$ cat src/rtl/pipe_hazard_ctrl_if.sv
// pipe_hazard_ctrl_if: hazard-controller bus between the pipeline datapath and the sequencing controller
interface pipe_hazard_ctrl_if #(parameter int CNT_W = 16);
  logic [4:0]       ID_Rs;
  logic [4:0]       ID_Rt;
  logic             ID_UsesRt;
  logic [4:0]       Ex_Rw;
  logic             Ex_RegWr;
  logic             Ex_MemtoReg;
  logic             Branch_Taken;
  logic             Mem_Req;
  logic             Mem_Ready;
  logic             PC_En;
  logic             IFID_En;
  logic             IDEX_En;
  logic             EXMEM_En;
  logic             MEMWR_En;
  logic             IFID_Flush;
  logic             IDEX_Flush;
  logic             MemWr_Bubble;
  logic             Mem_Err;
  logic [CNT_W-1:0] Stall_Cnt;
  modport master (
    output ID_Rs, ID_Rt, ID_UsesRt, Ex_Rw, Ex_RegWr, Ex_MemtoReg, Branch_Taken, Mem_Req, Mem_Ready,
    input  PC_En, IFID_En, IDEX_En, EXMEM_En, MEMWR_En, IFID_Flush, IDEX_Flush, MemWr_Bubble, Mem_Err, Stall_Cnt
  );
  modport slave (
    input  ID_Rs, ID_Rt, ID_UsesRt, Ex_Rw, Ex_RegWr, Ex_MemtoReg, Branch_Taken, Mem_Req, Mem_Ready,
    output PC_En, IFID_En, IDEX_En, EXMEM_En, MEMWR_En, IFID_Flush, IDEX_Flush, MemWr_Bubble, Mem_Err, Stall_Cnt
  );
endinterface

$ cat src/rtl/pipe_hazard_ctrl.sv
// pipe_hazard_ctrl: five-stage pipeline sequencing for load-use stalls, taken branches and memory freezes
module pipe_hazard_ctrl #(
  parameter int TIMEOUT = 16,
  parameter int CNT_W   = 16
) (
  input logic               Clk,
  input logic               Rst,
  pipe_hazard_ctrl_if.slave bus
);
  localparam int WW = $clog2(TIMEOUT + 1);
  localparam logic [WW-1:0] TMO = WW'(TIMEOUT);
  typedef enum logic {RUN, MEMWAIT} state_t;
  state_t           state_q, state_d;
  logic [WW-1:0]    wcnt_q, wcnt_d;
  logic             mem_err_q, mem_err_d;
  logic [CNT_W-1:0] stall_cnt_q, stall_cnt_d;
  logic             lu, frz;
  // hazard and freeze conditions seen by the current cycle
  always_comb begin
    lu  = bus.Ex_MemtoReg & bus.Ex_RegWr & (bus.Ex_Rw != 5'd0) &
          ((bus.Ex_Rw == bus.ID_Rs) | (bus.ID_UsesRt & (bus.Ex_Rw == bus.ID_Rt)));
    frz = (state_q == RUN) ? (bus.Mem_Req & ~bus.Mem_Ready) : ~bus.Mem_Ready;
  end
  // state register plus wait counter, error pulse and stall counter
  always_ff @(posedge Clk or posedge Rst) begin
    if (Rst) begin
      state_q     <= RUN;
      wcnt_q      <= '0;
      mem_err_q   <= 1'b0;
      stall_cnt_q <= '0;
    end else begin
      state_q     <= state_d;
      wcnt_q      <= wcnt_d;
      mem_err_q   <= mem_err_d;
      stall_cnt_q <= stall_cnt_d;
    end
  end
  // next state: enter the wait on a freeze, leave on ready or after the timeout
  always_comb begin
    state_d   = state_q;
    wcnt_d    = wcnt_q;
    mem_err_d = 1'b0;
    if (state_q == RUN) begin
      if (frz) begin
        state_d = MEMWAIT;
        wcnt_d  = WW'(1);
      end
    end else if (bus.Mem_Ready) begin
      state_d = RUN;
      wcnt_d  = '0;
    end else if (wcnt_q == TMO) begin
      state_d   = RUN;
      wcnt_d    = '0;
      mem_err_d = 1'b1;
    end else begin
      wcnt_d = wcnt_q + WW'(1);
    end
    stall_cnt_d = (!bus.PC_En && stall_cnt_q != '1) ? stall_cnt_q + CNT_W'(1) : stall_cnt_q;
  end
  // stage controls: freeze beats branch, branch beats load-use (wrong-path instruction)
  always_comb begin
    bus.PC_En        = ~Rst & ~frz & (bus.Branch_Taken | ~lu);
    bus.IFID_En      = ~Rst & ~frz & (bus.Branch_Taken | ~lu);
    bus.IDEX_En      = ~Rst & ~frz;
    bus.EXMEM_En     = ~Rst & ~frz;
    bus.MEMWR_En     = ~Rst;
    bus.IFID_Flush   = Rst | (~frz & bus.Branch_Taken);
    bus.IDEX_Flush   = Rst | (~frz & (bus.Branch_Taken | lu));
    bus.MemWr_Bubble = Rst | frz;
    bus.Mem_Err      = mem_err_q;
    bus.Stall_Cnt    = stall_cnt_q;
  end
endmodule

$ cat src/flat_wrapper.sv
// flat-port wrapper written by rule: the top's interface ports become plain ports
module pipe_hazard_ctrl_flat 
#(
  parameter int TIMEOUT = 16,
  parameter int CNT_W   = 16
)
  (Clk, Rst, bus_ID_Rs, bus_ID_Rt, bus_ID_UsesRt, bus_Ex_Rw, bus_Ex_RegWr, bus_Ex_MemtoReg, bus_Branch_Taken, bus_Mem_Req, bus_Mem_Ready, bus_PC_En, bus_IFID_En, bus_IDEX_En, bus_EXMEM_En, bus_MEMWR_En, bus_IFID_Flush, bus_IDEX_Flush, bus_MemWr_Bubble, bus_Mem_Err, bus_Stall_Cnt);
  pipe_hazard_ctrl_if #(.CNT_W(CNT_W)) bus_i ();
  input logic Clk;
  input logic Rst;
  input wire logic [$bits(bus_i.ID_Rs)-1:0] bus_ID_Rs;
  input wire logic [$bits(bus_i.ID_Rt)-1:0] bus_ID_Rt;
  input wire logic [$bits(bus_i.ID_UsesRt)-1:0] bus_ID_UsesRt;
  input wire logic [$bits(bus_i.Ex_Rw)-1:0] bus_Ex_Rw;
  input wire logic [$bits(bus_i.Ex_RegWr)-1:0] bus_Ex_RegWr;
  input wire logic [$bits(bus_i.Ex_MemtoReg)-1:0] bus_Ex_MemtoReg;
  input wire logic [$bits(bus_i.Branch_Taken)-1:0] bus_Branch_Taken;
  input wire logic [$bits(bus_i.Mem_Req)-1:0] bus_Mem_Req;
  input wire logic [$bits(bus_i.Mem_Ready)-1:0] bus_Mem_Ready;
  output wire logic [$bits(bus_i.PC_En)-1:0] bus_PC_En;
  output wire logic [$bits(bus_i.IFID_En)-1:0] bus_IFID_En;
  output wire logic [$bits(bus_i.IDEX_En)-1:0] bus_IDEX_En;
  output wire logic [$bits(bus_i.EXMEM_En)-1:0] bus_EXMEM_En;
  output wire logic [$bits(bus_i.MEMWR_En)-1:0] bus_MEMWR_En;
  output wire logic [$bits(bus_i.IFID_Flush)-1:0] bus_IFID_Flush;
  output wire logic [$bits(bus_i.IDEX_Flush)-1:0] bus_IDEX_Flush;
  output wire logic [$bits(bus_i.MemWr_Bubble)-1:0] bus_MemWr_Bubble;
  output wire logic [$bits(bus_i.Mem_Err)-1:0] bus_Mem_Err;
  output wire logic [$bits(bus_i.Stall_Cnt)-1:0] bus_Stall_Cnt;
  assign bus_i.ID_Rs = bus_ID_Rs;
  assign bus_i.ID_Rt = bus_ID_Rt;
  assign bus_i.ID_UsesRt = bus_ID_UsesRt;
  assign bus_i.Ex_Rw = bus_Ex_Rw;
  assign bus_i.Ex_RegWr = bus_Ex_RegWr;
  assign bus_i.Ex_MemtoReg = bus_Ex_MemtoReg;
  assign bus_i.Branch_Taken = bus_Branch_Taken;
  assign bus_i.Mem_Req = bus_Mem_Req;
  assign bus_i.Mem_Ready = bus_Mem_Ready;
  assign bus_PC_En = bus_i.PC_En;
  assign bus_IFID_En = bus_i.IFID_En;
  assign bus_IDEX_En = bus_i.IDEX_En;
  assign bus_EXMEM_En = bus_i.EXMEM_En;
  assign bus_MEMWR_En = bus_i.MEMWR_En;
  assign bus_IFID_Flush = bus_i.IFID_Flush;
  assign bus_IDEX_Flush = bus_i.IDEX_Flush;
  assign bus_MemWr_Bubble = bus_i.MemWr_Bubble;
  assign bus_Mem_Err = bus_i.Mem_Err;
  assign bus_Stall_Cnt = bus_i.Stall_Cnt;
  pipe_hazard_ctrl #(.TIMEOUT(TIMEOUT), .CNT_W(CNT_W)) u_core (.Clk(Clk), .Rst(Rst), .bus(bus_i));
endmodule
$ cat config.mk
export PLATFORM = sky130hd
export DESIGN_NAME = pipe_hazard_ctrl_flat
export DESIGN_NICKNAME = d
export VERILOG_FILES = /design/src/rtl/pipe_hazard_ctrl_if.sv /design/src/rtl/pipe_hazard_ctrl.sv /design/src/flat_wrapper.sv
export SDC_FILE = /design/constraint.sdc
export NUM_CORES = 1
export LEC_CHECK = 0
export ABC_AREA = 1
export CORE_MARGIN = 2
export CORE_UTILIZATION = 47
export CTS_CLUSTER_DIAMETER = 150
export CTS_CLUSTER_SIZE = 16
export DETAILED_ROUTE_END_ITERATION = 16
export HOLD_SLACK_MARGIN = 0.06
export PLACE_DENSITY = 0.8
export SYNTH_ARGS = -nofsm -noshare
export SYNTH_HDL_FRONTEND = slang
export SYNTH_SLANG_ARGS = --single-unit
$ cat constraint.sdc
create_clock -name Clk -period 2.05 [get_ports Clk]
set_input_delay 0.3075 -clock Clk [delete_from_list [all_inputs] [get_ports Clk]]
set_output_delay 0.3075 -clock Clk [all_outputs]
set_load 0.05 [all_outputs]
==> summary.txt, run 1 <==
=====================================================================================
Fraction of synthesis flops using an asynchronous set or reset pin .....         100%
# hold bufs at CTS .....................................................            0
Number of global-route vias before repair ..............................         1445
Mapped Area ............................................................     1630 um2
Static leakage .........................................................      1.17 nW
Estimated wirelength of the detail-placed design .......................      2.87 mm
Setup violators final ..................................................            0
Worst slack after detailed placement ...................................     -17.1 ps
Via-to-Cell Ratio ......................................................         4.74
Outcome ................................................................ finished, final reports clean
Vertical extent of the die .............................................      62.8 um
Final Hold Vio Count ...................................................            0
Insertion delay to the later sink of the worst-skew pair ...............       320 ps
Routed wirelength normalized by instance count .........................      10.7 um
Wire length of the first global-routing pass ...........................      6.42 mm
Initial cell density of the core .......................................        48.7%
Buffers from clock root to sink, at most ...............................            2
Gr usage total .........................................................        20.1%
CP Data Required Time ..................................................      1740 ps
Most frequent cell after synthesis ..................................... sky130_fd_sc_hd__nand2_1
Pins over their slew limit .............................................            0
Worst EP arrival .......................................................      1630 ps
Slowest stage cell on the critical path ................................ sky130_fd_sc_hd__clkdlybuf4s50_1
Area share of the leading cell type in the synthesized netlist .........        35.4%
Top Family by Delay on Critical Path ................................... buffers and inverters
Detail Route Antenna Nets ..............................................            0
Min setup slack post-route .............................................       111 ps
Clk slew on worst S/H paths ............................................       130 ps
CTS H-Tree Depth .......................................................            1
Cells after Synth ......................................................          244
Fraction of final layout cells sized beyond drive strength 1 ...........        13.3%
FMAX ...................................................................      516 MHz
Cell types occupying the most area after synthesis ..................... sky130_fd_sc_hd__dfrtp_1, sky130_fd_sc_hd__nand2_1, sky130_fd_sc_hd__nand3_1
Final global-route overflow total ......................................            0
Top post-synthesis cells by count ...................................... sky130_fd_sc_hd__nand2_1, sky130_fd_sc_hd__inv_1, sky130_fd_sc_hd__nand3_1
Per-instance average area after synthesis ..............................     6.67 um2
Row Count ..............................................................           21
Number of flops mapped to enable cells by yosys ........................            0
Maximum number of pins on one net before global-route repair ...........           24
Area occupied by registers .............................................      576 um2
Antenna cells ..........................................................            0
Width of the chip ......................................................      62.8 um
Fraction of the yosys area taken by sequential cells ...................        35.4%
Clock sinks ............................................................           23
Synthesis Warnings .....................................................            0
DRT Pass-1 Iters .......................................................            4
Routability congestion estimate ........................................        0.844
Total area of multi-input combinational cells ..........................      857 um2
Largest clock skew in the final design .................................      7.23 ps
Final period demand of the worst path ..................................      1940 ps
Count of pins on the block boundary ....................................           48
Fraction of the cycle the final worst path needs .......................        94.6%
Post-synth top area cell ............................................... sky130_fd_sc_hd__dfrtp_1
Number of vias in the routed layout ....................................         1610
Worst-case vdd ir drop .................................................   0.000815 V
Setup crit end kind .................................................... primary output
Setup repair after global routing missed its margin ....................        false
Cell Pwr Density .......................................................   665 nW/um2
Largest incremental delay on the critical path .........................       840 ps
Net count of the mapped netlist ........................................          270
Core region area .......................................................     3340 um2
Area Overhead vs Synth .................................................        39.5%
Number of maximum-capacitance constraint violations ....................            0
IO buf count ...........................................................           47
DIE AREA ...............................................................     3950 um2
Worst-Margin Slew ......................................................       518 ps
Antenna violations before repair .......................................            0
Count of routing violations after the opening detailed-route iteration .           37
Cell Chain, Critical Path .............................................. clkdlybuf4s50_1
Primary flip-flop cell chosen by synthesis mapping ..................... sky130_fd_sc_hd__dfrtp_1
Relative max-transition margin .........................................        65.3%
Fillers ................................................................          305
Type of the worst setup path ...........................................   reg -> out
Clock tree root driver cell ............................................ sky130_fd_sc_hd__clkbuf_4
Number of design rule violations left after detail routing .............            0
Worst min path class ...................................................   reg -> reg
Finished Core Util .....................................................        68.0%
Kind of start point of the critical path ...............................         flop
Number of synthesized register bits ....................................           23
Aggregate routed wire length ...........................................      3.62 mm
Num CTS Buffers ........................................................            3
Fin nets ...............................................................          321
Post-synth cell types ..................................................           24
Worst Path Max Fanout ..................................................            6
TritonCTS clock tree ...................................................         done
Critical path buffer and inverter count ................................            1
=====================================================================================
-- per-stage QoR --
| step | total power [mW] | hold slack, ps | instance area [um2] | cells | setup TNS (ps) |
|---|---|---|---|---|---|
| 5_1_grt | 1.60 | 559 | 2270 | 340 | 0 |
| 6_report | 1.51 | 520 | 2270 | 340 | 0 |
| 2_1_floorplan | 1.04 | 381 | 1630 | 244 | 0 |
| 3_3_place_gp | 1.28 | 487 | 2200 | 334 | 0 |
| 3_5_place_dp | 1.29 | 496 | 2200 | 334 | -89.5 |
| 4_1_cts | 1.52 | 527 | 2230 | 339 | 0 |
-- path summary, 6_finish.rpt --
kind / slack [ps] / cells past startpoint / endpoint / start
setup / recovery: 110 / 1 / bus_Stall_Cnt[0] / u_core.bus.Stall_Cnt[0]
hold / removal: 520 / 2 / u_core.bus.Stall_Cnt[15] / u_core.bus.Stall_Cnt[15]
setup reg to reg: 300 / 9 / u_core.bus.Stall_Cnt[10] / u_core.bus.Stall_Cnt[0]
hold reg to reg: 520 / 2 / u_core.bus.Stall_Cnt[15] / u_core.bus.Stall_Cnt[15]
max in group asynchronous: 1240 / 3 / u_core.bus.Stall_Cnt[0] / Rst
min in group asynchronous: 570 / 3 / u_core.bus.Stall_Cnt[12] / Rst
-- registers in the layout, indices dropped and copies added (netlist names) --
register,count
u_core.bus.Mem_Err,1
u_core.state_q,1
u_core.wcnt_q,5
u_core.bus.Stall_Cnt,16
-- layout by cell type (no fill, tap or decap) --
cell                               n
sky130_fd_sc_hd__nor3_2            1
sky130_fd_sc_hd__clkbuf_4          3
sky130_fd_sc_hd__a21oi_1           4
sky130_fd_sc_hd__inv_4             1
sky130_fd_sc_hd__clkdlybuf4s50_1  34
sky130_fd_sc_hd__xnor2_1           1
sky130_fd_sc_hd__nor2_1           19
sky130_fd_sc_hd__nand2_1          82
sky130_fd_sc_hd__buf_4             6
sky130_fd_sc_hd__a211oi_1          1
sky130_fd_sc_hd__inv_2             8
sky130_fd_sc_hd__nand3b_1          1
sky130_fd_sc_hd__nand2_2           4
sky130_fd_sc_hd__nor2_2            2
sky130_fd_sc_hd__dlymetal6s2s_1    5
sky130_fd_sc_hd__nand2_4           1
sky130_fd_sc_hd__nand3_1          27
sky130_fd_sc_hd__nor2_4            4
sky130_fd_sc_hd__clkinv_1          2
sky130_fd_sc_hd__dfrtp_1          23
sky130_fd_sc_hd__xor2_1           10
sky130_fd_sc_hd__buf_12            7
sky130_fd_sc_hd__inv_1            32
sky130_fd_sc_hd__nand4_1           3
sky130_fd_sc_hd__clkinv_2          1
sky130_fd_sc_hd__o22ai_1           1
sky130_fd_sc_hd__o21ai_0           3
sky130_fd_sc_hd__ha_1              3
sky130_fd_sc_hd__nor3_1            4
sky130_fd_sc_hd__nand3_2           1
-- what timing repair did --
action / in CTS / in global routing
resized for setup: 0 / 9
setup endpoints to repair: 2 / 4
pin swaps: 1 / 4
buffers inserted: 1 / 1
-- tightest hold or removal path, cell delays in order (launching register included) --
cell,delay [ps]
sky130_fd_sc_hd__dfrtp_1,390
sky130_fd_sc_hd__nand2_1,60
sky130_fd_sc_hd__nand2_1,50
-- routing by layer --
metal	up-vias	routed length [um]	GRT usage, %
met3	2	166	3.78
met5	-	0	0
met2	36	1810	34.1
li1	850	-	-
met1	722	1620	26.0
met4	0	17	6.11
-- cells by family after synthesis --
group | count (synthesis) | share of synthesized area, %
xor gates and xnor gates | 11 | 5.92
adders and majority gates | 3 | 2.31
DFF | 23 | 35.4
AOI/OAI and AO/OA | 9 | 3.00
buffers and inverters | 49 | 13.2
and+or+nand+nor | 149 | 40.2
-- area by class of cell --
cell class                 instances  share of cell area (%)
clock buffer                       3                   0.992
clock inverter                     1                   0.221
inverter                          43                    7.22
multi-input combinational        172                    37.8
sequential                        23                    25.4
tap                               46                    2.54
timing repair buffer              52                    25.9
-- power breakdown --
group	leakage, nW	total, mW	internal, mW	switching [mW]
clock	0.0177	0.216	0.0731	0.143
sequential	0.309	0.604	0.516	0.0885
combinational	0.848	0.689	0.263	0.426
No activity file was read; power rests on OpenSTA's default activity.
==> inputs of run 2 (changes only) <==
CORE_UTILIZATION = 25   (was 47)
PLACE_DENSITY = default   (was 0.8)
==> summary.txt, run 2 (same netlist as run 1, synthesis figures left out) <==
=====================================================================================
Type of the worst setup path ...........................................    in -> out
Routability congestion estimate ........................................        0.809
Row Count ..............................................................           29
Global routing's busiest layer .........................................         met2
Fraction of final layout cells sized beyond drive strength 1 ...........        12.2%
Final Hold Vio Count ...................................................            0
Area occupied by registers .............................................      576 um2
Combinational fraction of design power .................................        43.1%
CP Data Required Time ..................................................      1740 ps
Antenna cells ..........................................................            0
Setup violators final ..................................................            0
Number of maximum-capacitance constraint violations ....................            0
Worst-case vdd ir drop .................................................   0.000430 V
Routed wirelength normalized by instance count .........................      10.8 um
Met1 usage in global routing ...........................................        13.7%
Buffers from clock root to sink, at most ...............................            2
Initial cell density of the core .......................................        25.8%
Count of routing violations after the opening detailed-route iteration .           96
Maximum number of pins on one net before global-route repair ...........           23
Clock sinks ............................................................           23
Largest register FFs ...................................................           16
# hold bufs at CTS .....................................................            0
Detail Route Antenna Nets ..............................................            0
Clock tree root driver cell ............................................ sky130_fd_sc_hd__clkbuf_8
Pins over their slew limit .............................................            0
Most common cell type on the critical path ............................. sky130_fd_sc_hd__nand2_1
DRT Pass-1 Iters .......................................................            4
Worst Path Max Fanout ..................................................            3
Clk slew on worst S/H paths ............................................        90 ps
Number of instances in the placed design ...............................          366
Number of global-route vias before repair ..............................         1469
FMAX ...................................................................      511 MHz
Leading cell types in the layout, fill and taps excluded ............... sky130_fd_sc_hd__nand2_1, sky130_fd_sc_hd__clkdlybuf4s50_1, sky130_fd_sc_hd__inv_1
CTS H-Tree Depth .......................................................            1
Estimated wirelength of the detail-placed design .......................      3.15 mm
Worst EP arrival .......................................................      1650 ps
Antenna violations before repair .......................................            0
Commonest non-fill, non-tap cell in the layout ......................... sky130_fd_sc_hd__nand2_1
Static leakage .........................................................      1.17 nW
Slowest stage cell on the critical path ................................ sky130_fd_sc_hd__clkdlybuf4s50_1
Cell Chain, Critical Path .............................................. clkdlybuf4s50_1, inv_2, nand2_1, nand2_1, nor2_1, nand3_1, nand2_1, nand3_1, nand2_2, inv_4, buf_12
Design Power ...........................................................      1.57 mW
P_int ..................................................................       913 uW
Met3 track utilization from global routing .............................        2.75%
Vertical extent of the die .............................................      84.7 um
Via-to-Cell Ratio ......................................................         4.30
Relative max-transition margin .........................................        63.7%
DIE AREA ...............................................................     7170 um2
Number of design rule violations left after detail routing .............            0
Fillers ................................................................          668
Final period demand of the worst path ..................................      1960 ps
Number of standard cells in the final layout excluding fillers .........          371
Width of the chip ......................................................      84.7 um
Largest clock skew in the final design .................................      5.88 ps
Wire length of the first global-routing pass ...........................      6.72 mm
Total area of multi-input combinational cells ..........................      842 um2
Fraction of the cycle the final worst path needs .......................        95.5%
Largest incremental delay on the critical path .........................       520 ps
Cell Pwr Density .......................................................   681 nW/um2
Aggregate routed wire length ...........................................      4.00 mm
Worst-Margin Slew ......................................................       542 ps
Share of total power in the clock network ..............................        18.7%
Gr usage total .........................................................        11.6%
Fin nets ...............................................................          321
Switching component of the power .......................................       660 uW
Switch share ...........................................................        41.9%
IO buf count ...........................................................           47
Final global-route overflow total ......................................            0
Setup crit end kind .................................................... primary output
Insertion delay to the later sink of the worst-skew pair ...............       270 ps
Number of vias in the routed layout ....................................         1597
TritonCTS clock tree ...................................................         done
Kind of start point of the critical path ............................... primary input
Core region area .......................................................     6310 um2
Count of pins on the block boundary ....................................           48
Outcome ................................................................ finished, final reports clean
Setup repair after global routing missed its margin ....................        false
Part of the power in registers .........................................        38.2%
Area Overhead vs Synth .................................................        42.0%
Worst min path class ...................................................  in -> async
GRT met2 Usage .........................................................        21.2%
Num CTS Buffers ........................................................            3
=====================================================================================
==> run 2: changes by cell type in the layout (fill, tap and decap cells not counted), sizes merged <==
cell	change
clkdlybuf4s50	+1
dlymetal6s2s	-1
==> run 2: worst paths after layout <==
path	start	endpoint	slack, ps	cells past startpoint
worst max register to register	u_core.bus.Stall_Cnt[0]	u_core.bus.Stall_Cnt[11]	310	11
worst max-delay path	bus_Ex_Rw[3]	bus_IFID_En	90	11
worst min register to register	u_core.bus.Stall_Cnt[15]	u_core.bus.Stall_Cnt[15]	510	2
max in group asynchronous	Rst	u_core.bus.Stall_Cnt[1]	1140	3
worst min-delay path	Rst	u_core.bus.Stall_Cnt[5]	360	2
min in group Clk	u_core.bus.Stall_Cnt[15]	u_core.bus.Stall_Cnt[15]	510	2
==> run 2: critical path: cells and delay by family <==
kind / cells / cell delay [ps]
buffers and inverters: 4 / 780
AND/OR/NAND/NOR: 7 / 550
==> run 2: final cells by class <==
class	instances	share of cell area [%]
Tap cell	77	4.17
Clock buffer	3	1.79
Clock inverter	1	0.217
Multi-Input combinational cell	172	36.5
Timing Repair Buffer	52	25.4
Inverter	43	7.10
Sequential cell	23	24.9
==> run 2: metal layers <==
| layer | vias to the layer above | routed length (um) |
|---|---|---|
| met2 | 21 | 2020 |
| li1 | 844 | - |
| met3 | 9 | 101 |
| met1 | 723 | 1810 |
| met5 | - | 0 |
| met4 | 0 | 65 |
==> run 2: power groups by stage <==
stage	logic [mW]	registers (mW)	clock network, mW
6_report	0.678	0.601	0.294
3_3_place_gp	0.672	0.611	0
4_1_cts	0.685	0.601	0.306
3_5_place_dp	0.681	0.610	0
5_1_grt	0.745	0.615	0.323
2_1_floorplan	0.270	0.766	0
==> run 2: repair_timing <==
action,CTS,global route
gates resized for setup,0,4
setup buffers,1,0
endpoints found under the setup margin,2,2
pin swaps,1,1
==> run 2: stage by stage <==
| stage | area (um2) | worst slack [ps] | util (%) | hold slack (ps) | TNS [ps] |
|---|---|---|---|---|---|
| final | 2310 | 92.6 | 36.6 | 362 | 0 |
| after global routing | 2310 | 0.403 | 36.6 | 395 | 0 |
| after global placement | 2250 | 11.0 | 35.6 | 483 | 0 |
| after detailed placement | 2250 | -16.5 | 35.6 | 489 | -39.9 |
| after floorplan | 1630 | 40.1 | - | 381 | 0 |
| after CTS | 2300 | 14.3 | 36.4 | 376 | 0 |
